[config.mk]
export PLATFORM = sky130hd
export DESIGN_NAME = mem_bus_arbiter
export DESIGN_NICKNAME = d
export VERILOG_FILES = /design/src/rtl/mem_arb_pkg.sv /design/src/rtl/bus_mux.sv /design/src/rtl/mem_bus_arbiter.sv
export SDC_FILE = /design/constraint.sdc
export NUM_CORES = 1
export LEC_CHECK = 0
export CORE_MARGIN = 5
export CORE_UTILIZATION = 32
export CTS_CLUSTER_DIAMETER = 60
export DETAILED_ROUTE_END_ITERATION = 16
export PLACE_DENSITY = 0.81
export SKIP_CTS_REPAIR_TIMING = 1
export SYNTH_ARGS = -nofsm -noshare
export SYNTH_HDL_FRONTEND = slang
export SYNTH_HIERARCHICAL = 1
export SYNTH_SLANG_ARGS = --single-unit
[constraint.sdc]
create_clock -name clk -period 2 [get_ports clk]
set_clock_uncertainty 0.2 [all_clocks]
set_input_delay 0.4 -clock clk [delete_from_list [all_inputs] [get_ports clk]]
set_output_delay 0.4 -clock clk [all_outputs]
set_load 0.05 [all_outputs]
[src/rtl/mem_arb_pkg.sv]
// Shared types, widths and parameter checks for the CPU/DMA memory bus arbiter.
package mem_arb_pkg;

  localparam int unsigned DMA_ADDR_W = 16;
  localparam int unsigned DATA_W     = 8;
  localparam int unsigned CNT_W      = 8;
  localparam int unsigned STALL_W    = 16;

  typedef enum logic [0:0] {
    S_CPU = 1'b0,
    S_DMA = 1'b1
  } arb_state_e;

  // One bus master's view of a memory cycle
  typedef struct packed {
    logic [DMA_ADDR_W-1:0] addr;
    logic [DATA_W-1:0]     wdata;
    logic                  we;
  } mem_req_t;

  function automatic bit param_in_range(input int unsigned v);
    return (v >= 1) && (v <= 255);
  endfunction

endpackage

[src/rtl/bus_mux.sv]
// Combinational owner select of the memory address, write data and write enable.
module bus_mux
  import mem_arb_pkg::*;
(
  input  logic     owner_dma_i,
  input  mem_req_t cpu_req_i,
  input  mem_req_t dma_req_i,
  output mem_req_t mem_req_c_o
);

  always_comb begin
    mem_req_c_o = cpu_req_i;
    if (owner_dma_i) mem_req_c_o = dma_req_i;
  end

endmodule

[src/rtl/mem_bus_arbiter.sv]
// CPU/DMA memory bus arbiter: stalls the CPU through RDY, bounds DMA bursts, and
// guarantees CPU slots between bursts. `ARB_STALL_CNT_EN adds a stall_cnt debug counter.
module mem_bus_arbiter
  import mem_arb_pkg::*;
#(
  parameter int unsigned MAX_BURST = 4,
  parameter int unsigned CPU_SLOTS = 1
) (
  input  logic                  clk,
  input  logic                  RST,
  input  logic [DMA_ADDR_W-1:0] cpu_AD,
  input  logic [DATA_W-1:0]     cpu_DO,
  input  logic                  cpu_WE,
  output logic [DATA_W-1:0]     cpu_DI,
  output logic                  RDY,
  input  logic                  dma_req,
  input  logic [DMA_ADDR_W-1:0] dma_addr,
  input  logic [DATA_W-1:0]     dma_wdata,
  input  logic                  dma_we,
  output logic                  dma_gnt,
  output logic                  dma_ack,
  output logic [DATA_W-1:0]     dma_rdata,
  output logic [DMA_ADDR_W-1:0] mem_addr,
  output logic [DATA_W-1:0]     mem_wdata,
  output logic                  mem_we,
  input  logic [DATA_W-1:0]     mem_rdata
`ifdef ARB_STALL_CNT_EN
  ,
  output logic [STALL_W-1:0]    stall_cnt
`endif
);

  if (!param_in_range(MAX_BURST)) begin : g_bad_max_burst
    $error("mem_bus_arbiter: MAX_BURST must be within 1..255");
  end
  if (!param_in_range(CPU_SLOTS)) begin : g_bad_cpu_slots
    $error("mem_bus_arbiter: CPU_SLOTS must be within 1..255");
  end

  localparam logic [CNT_W-1:0] LAST_BEAT = CNT_W'(MAX_BURST - 1);
  localparam logic [CNT_W-1:0] COOL_INIT = CNT_W'(CPU_SLOTS - 1);

  arb_state_e       state_q, state_d;
  logic             rdy_q, rdy_d;
  logic [CNT_W-1:0] burst_cnt_q, burst_cnt_d;
  logic [CNT_W-1:0] cool_cnt_q, cool_cnt_d;

  always_ff @(posedge clk) begin
    if (RST) begin
      state_q     <= S_CPU;
      rdy_q       <= 1'b1;
      burst_cnt_q <= '0;
      cool_cnt_q  <= '0;
    end else begin
      state_q     <= state_d;
      rdy_q       <= rdy_d;
      burst_cnt_q <= burst_cnt_d;
      cool_cnt_q  <= cool_cnt_d;
    end
  end

  always_comb begin
    state_d     = state_q;
    rdy_d       = rdy_q;
    burst_cnt_d = burst_cnt_q;
    cool_cnt_d  = cool_cnt_q;
    case (state_q)
      S_CPU: begin
        if (cool_cnt_q != '0) begin
          cool_cnt_d = cool_cnt_q - CNT_W'(1);
        end else if (dma_req) begin
          state_d     = S_DMA;
          rdy_d       = 1'b0;
          burst_cnt_d = '0;
        end
      end
      S_DMA: begin
        // Release on idle request or after the last allowed beat of the burst
        if (!dma_req || (burst_cnt_q == LAST_BEAT)) begin
          state_d    = S_CPU;
          rdy_d      = 1'b1;
          cool_cnt_d = COOL_INIT;
        end else begin
          burst_cnt_d = burst_cnt_q + CNT_W'(1);
        end
      end
      default: state_d = S_CPU;
    endcase
  end

  mem_req_t cpu_side, dma_side, mem_side;

  assign cpu_side = '{addr: cpu_AD, wdata: cpu_DO, we: cpu_WE};
  assign dma_side = '{addr: dma_addr, wdata: dma_wdata, we: dma_we & dma_req};

  bus_mux u_bus_mux (
    .owner_dma_i (state_q == S_DMA),
    .cpu_req_i   (cpu_side),
    .dma_req_i   (dma_side),
    .mem_req_c_o (mem_side)
  );

  assign mem_addr  = mem_side.addr;
  assign mem_wdata = mem_side.wdata;
  assign mem_we    = mem_side.we;
  assign RDY       = rdy_q;
  assign dma_gnt   = (state_q == S_DMA);
  assign dma_ack   = (state_q == S_DMA) & dma_req;
  assign cpu_DI    = mem_rdata;
  assign dma_rdata = mem_rdata;

`ifdef ARB_STALL_CNT_EN
  logic [STALL_W-1:0] stall_q, stall_d;

  // Saturating count of cycles the CPU sees RDY low
  always_comb begin
    stall_d = stall_q;
    if (!rdy_q && (stall_q != '1)) stall_d = stall_q + STALL_W'(1);
  end

  always_ff @(posedge clk) begin
    if (RST) stall_q <= '0;
    else     stall_q <= stall_d;
  end

  assign stall_cnt = stall_q;
`endif

endmodule

==> metrics.txt <==
via density per instance between 5 and 6; detailed-route wire length per cell approximately 18 um; layout cells sized above 1 about two fifths; # placed instances between 200 and 300; number of buffers added on ports 80; critical path fanouts, max 10; fraction of post-synthesis cell area in the top cell type by area 23.8%; Avg Inst Size Synth a little under 10 um2; reg-to-reg endpoint cool_cnt_q[4]$_SDFFE_PP0P_; Netlist cell types 45; setup TNS after final layout 0 ns; count of synthesis-stage warnings from yosys 6; worst stage delay on the critical path 0.42 ns; buffer levels on the longest clock path 2; global-route usage over all layers about 16%; Setup crit start kind flop; H-tree depth 1; minimum clock period ~2 ns; worst-case hold path end point RDY$_SDFFE_PP1P_; I/O pin cnt 105; final-report max-slew violation count 0; Post-synth top cells sky130_fd_sc_hd__mux2_4, sky130_fd_sc_hd__dfxtp_1, sky130_fd_sc_hd__buf_4; post-detailed-route count of antenna-violating nets 0; worst-case vdd ir drop roughly 0.00064 V; cells along the critical path buf_12 > mux2_2 > buf_4; type of the tightest min-delay check flop to flop; DR DRC count 0; Syn Inst Count 155; CP Buf/Inv Count 2; setup repair after global routing missed its margin true; initial antenna violation count 0; data required time at the worst endpoint between 1 and 1.5 ns; TritonCTS clock tree built; kind of capture point of the worst setup path output pin; overall routed net length approximately 5300 um; drt initial violations 39; area enclosed by the die boundary 6210 um2; iteration count of the initial detailed-routing pass 4; overall via count from detail_route about 1500; fin cells between 200 and 300; slowest cell on the critical path sky130_fd_sc_hd__dfxtp_4; R2R cell count 4; total of max-cap violations 0; prevailing post-synth register cell sky130_fd_sc_hd__dfxtp_1; fmax approximately 0.51 GHz; max-slew headroom at the worst pin a little over three fifths; Min-Delay Startpoint RDY$_SDFFE_PP1P_; Area growth, synth to finish 80.5%; worst setup path class flop to output pin; area inside the core boundary approximately 4700 um2; Clock Latency Late Sink 0.26 ns; outcome finished clean; clock sinks 18; total of flip-flops plus latches after synthesis 18; setup slack on the worst flop-to-flop path ~0.10 ns; Cells on Worst Hold Path 2; syn nets 219; gp weighted congestion between 0.7 and 0.8; number of synthesized flops with an enable pin 0; cell area after synthesis 1520 um2; gate family responsible for the most delay along the worst path flip-flops; clock transition at the registers of the reported paths roughly 0.070 ns; async set-or-reset flop fraction in the synthesized netlist 0%; antenna diode count 0; fraction of the cycle the final worst path needs roughly 98%; Cell Pwr Density 1040 nW/um2; number of nets in the finished design 305; endpoints failing setup 0; first-pass GRT wire length about 7900 um; estimated wirelength of the detail-placed design 4250 um; number of CTS-inserted buffers 3; cell types occupying the most area after synthesis sky130_fd_sc_hd__dfxtp_1, sky130_fd_sc_hd__mux2_4, sky130_fd_sc_hd__buf_4, sky130_fd_sc_hd__mux2_2, sky130_fd_sc_hd__nand2_1; clock tree root buffer cell sky130_fd_sc_hd__clkbuf_8; most frequently used cell type in the post-synthesis netlist sky130_fd_sc_hd__mux2_4; Leak approximately 0.0011 uW; Starting Density around a third; Chip Height between 70 and 80 um; post-synth top area cell sky130_fd_sc_hd__dfxtp_1; reg2reg start cool_cnt_q[2]$_SDFFE_PP0P_; Hold Vio Cnt, Final 0; maximum number of pins on one net before global-route repair 15; slew of the pin with the lowest slew margin roughly 0.55 ns; gr ovfl total 0; post-synthesis sequential area ratio a little under a quarter; chip width 78.8 um; CP arrival about 1.4 ns; number of global-route vias before repair 1528; FP Rows 25
==> cells by family (layout without fill, tap and decap cells) <==
family | after synthesis | in the layout | share of synthesized area (%)
AND/OR/NAND/NOR | 55 | 55 | 24.0
AO/OA/AOI/OAI | 28 | 28 | 12.3
multiplexers | 26 | 26 | 24.2
buffers and inverters | 24 | 109 | 12.6
flip-flops | 18 | 18 | 23.8
adder cells (fa/ha/maj) | 3 | 3 | 2.48
XOR/XNOR | 1 | 1 | 0.578
==> routing by layer <==
layer	track usage [%]	vias up	wire length (um)
met2	29.1	92	2710
met1	18.7	708	1930
met5	0	-	0
met3	4.76	2	588
li1	-	736	-
met4	2.06	0	23
==> final cells by class <==
| type | count | area [um2] |
|---|---|---|
| Multi-Input combinational cell | 113 | 1020 |
| Tap cell | 54 | 67.6 |
| Sequential cell | 18 | 367 |
| Clock buffer | 4 | 55.1 |
| Timing Repair Buffer | 102 | 1210 |
| Fill cell | 374 | 1930 |
| Inverter | 3 | 11.3 |
==> worst max-delay path by stage <==
stage	start	to	slack [ns]	depth (start not counted)
detailed placement	dma_req	cool_cnt_q[3]$_SDFFE_PP0P_	-0.21	6
global route	burst_cnt_q[1]$_SDFFE_PP0P_	cool_cnt_q[3]$_SDFFE_PP0P_	-0.01	6
CTS	dma_gnt$_SDFF_PP0_	mem_addr[2]	-0.07	3
floorplan	dma_gnt$_SDFF_PP0_	cool_cnt_q[6]$_SDFFE_PP0P_	0.02	5
global placement	dma_req	cool_cnt_q[3]$_SDFFE_PP0P_	-0.20	6
finish	dma_gnt$_SDFF_PP0_	mem_addr[15]	0.05	3
==> worst min-delay path, stage by stage (launching register included) <==
cell and delay [ns]:
sky130_fd_sc_hd__dfxtp_1 0.32, sky130_fd_sc_hd__nand2_1 0.06, sky130_fd_sc_hd__nand2_1 0.04
==> layout by cell type, fill, tap and decap left out, types with 3 or more instances in the layout <==
cell type | Yosys | layout
sky130_fd_sc_hd__a21oi_1 | 7 | 6
sky130_fd_sc_hd__buf_12 | 2 | 25
sky130_fd_sc_hd__buf_4 | 16 | 24
sky130_fd_sc_hd__clkbuf_8 | 0 | 4
sky130_fd_sc_hd__clkdlybuf4s50_1 | 0 | 51
sky130_fd_sc_hd__dfxtp_1 | 18 | 15
sky130_fd_sc_hd__inv_1 | 3 | 3
sky130_fd_sc_hd__mux2_2 | 5 | 4
sky130_fd_sc_hd__mux2_4 | 20 | 21
sky130_fd_sc_hd__nand2_1 | 12 | 12
sky130_fd_sc_hd__nand2b_1 | 6 | 5
sky130_fd_sc_hd__nand4_1 | 4 | 4
sky130_fd_sc_hd__nor2_1 | 5 | 4
sky130_fd_sc_hd__o211ai_1 | 4 | 4
sky130_fd_sc_hd__o21ai_0 | 4 | 3
sky130_fd_sc_hd__o31ai_1 | 3 | 3
sky130_fd_sc_hd__or3_2 | 3 | 3
sky130_fd_sc_hd__or4_1 | 6 | 5
==> stage by stage <==
step | hold slack, ns | setup slack (ns) | cell area [um2] | power (uW) | utilization, %
floorplan | 0.269 | 0.0241 | 1520 | 1710 | -
global placement | 0.234 | -0.197 | 2590 | 2340 | 55.6
detailed placement | 0.253 | -0.209 | 2590 | 2370 | 55.6
CTS | 0.263 | -0.0712 | 2650 | 2690 | 56.8
global route | 0.276 | -0.0121 | 2740 | 2990 | 58.7
finish | 0.259 | 0.0464 | 2740 | 2850 | 58.7
==> state kept, by name (all words and copies together), names as in the netlist <==
signal and cells:
RDY 1, burst_cnt_q 8, dma_gnt 1, cool_cnt_q 8
==> where the power goes <==
part	switching [uW]	internal [uW]
Clock	130	175
Combinational	994	1000
Sequential	99.6	441
No activity file was read; power rests on OpenSTA's default activity.
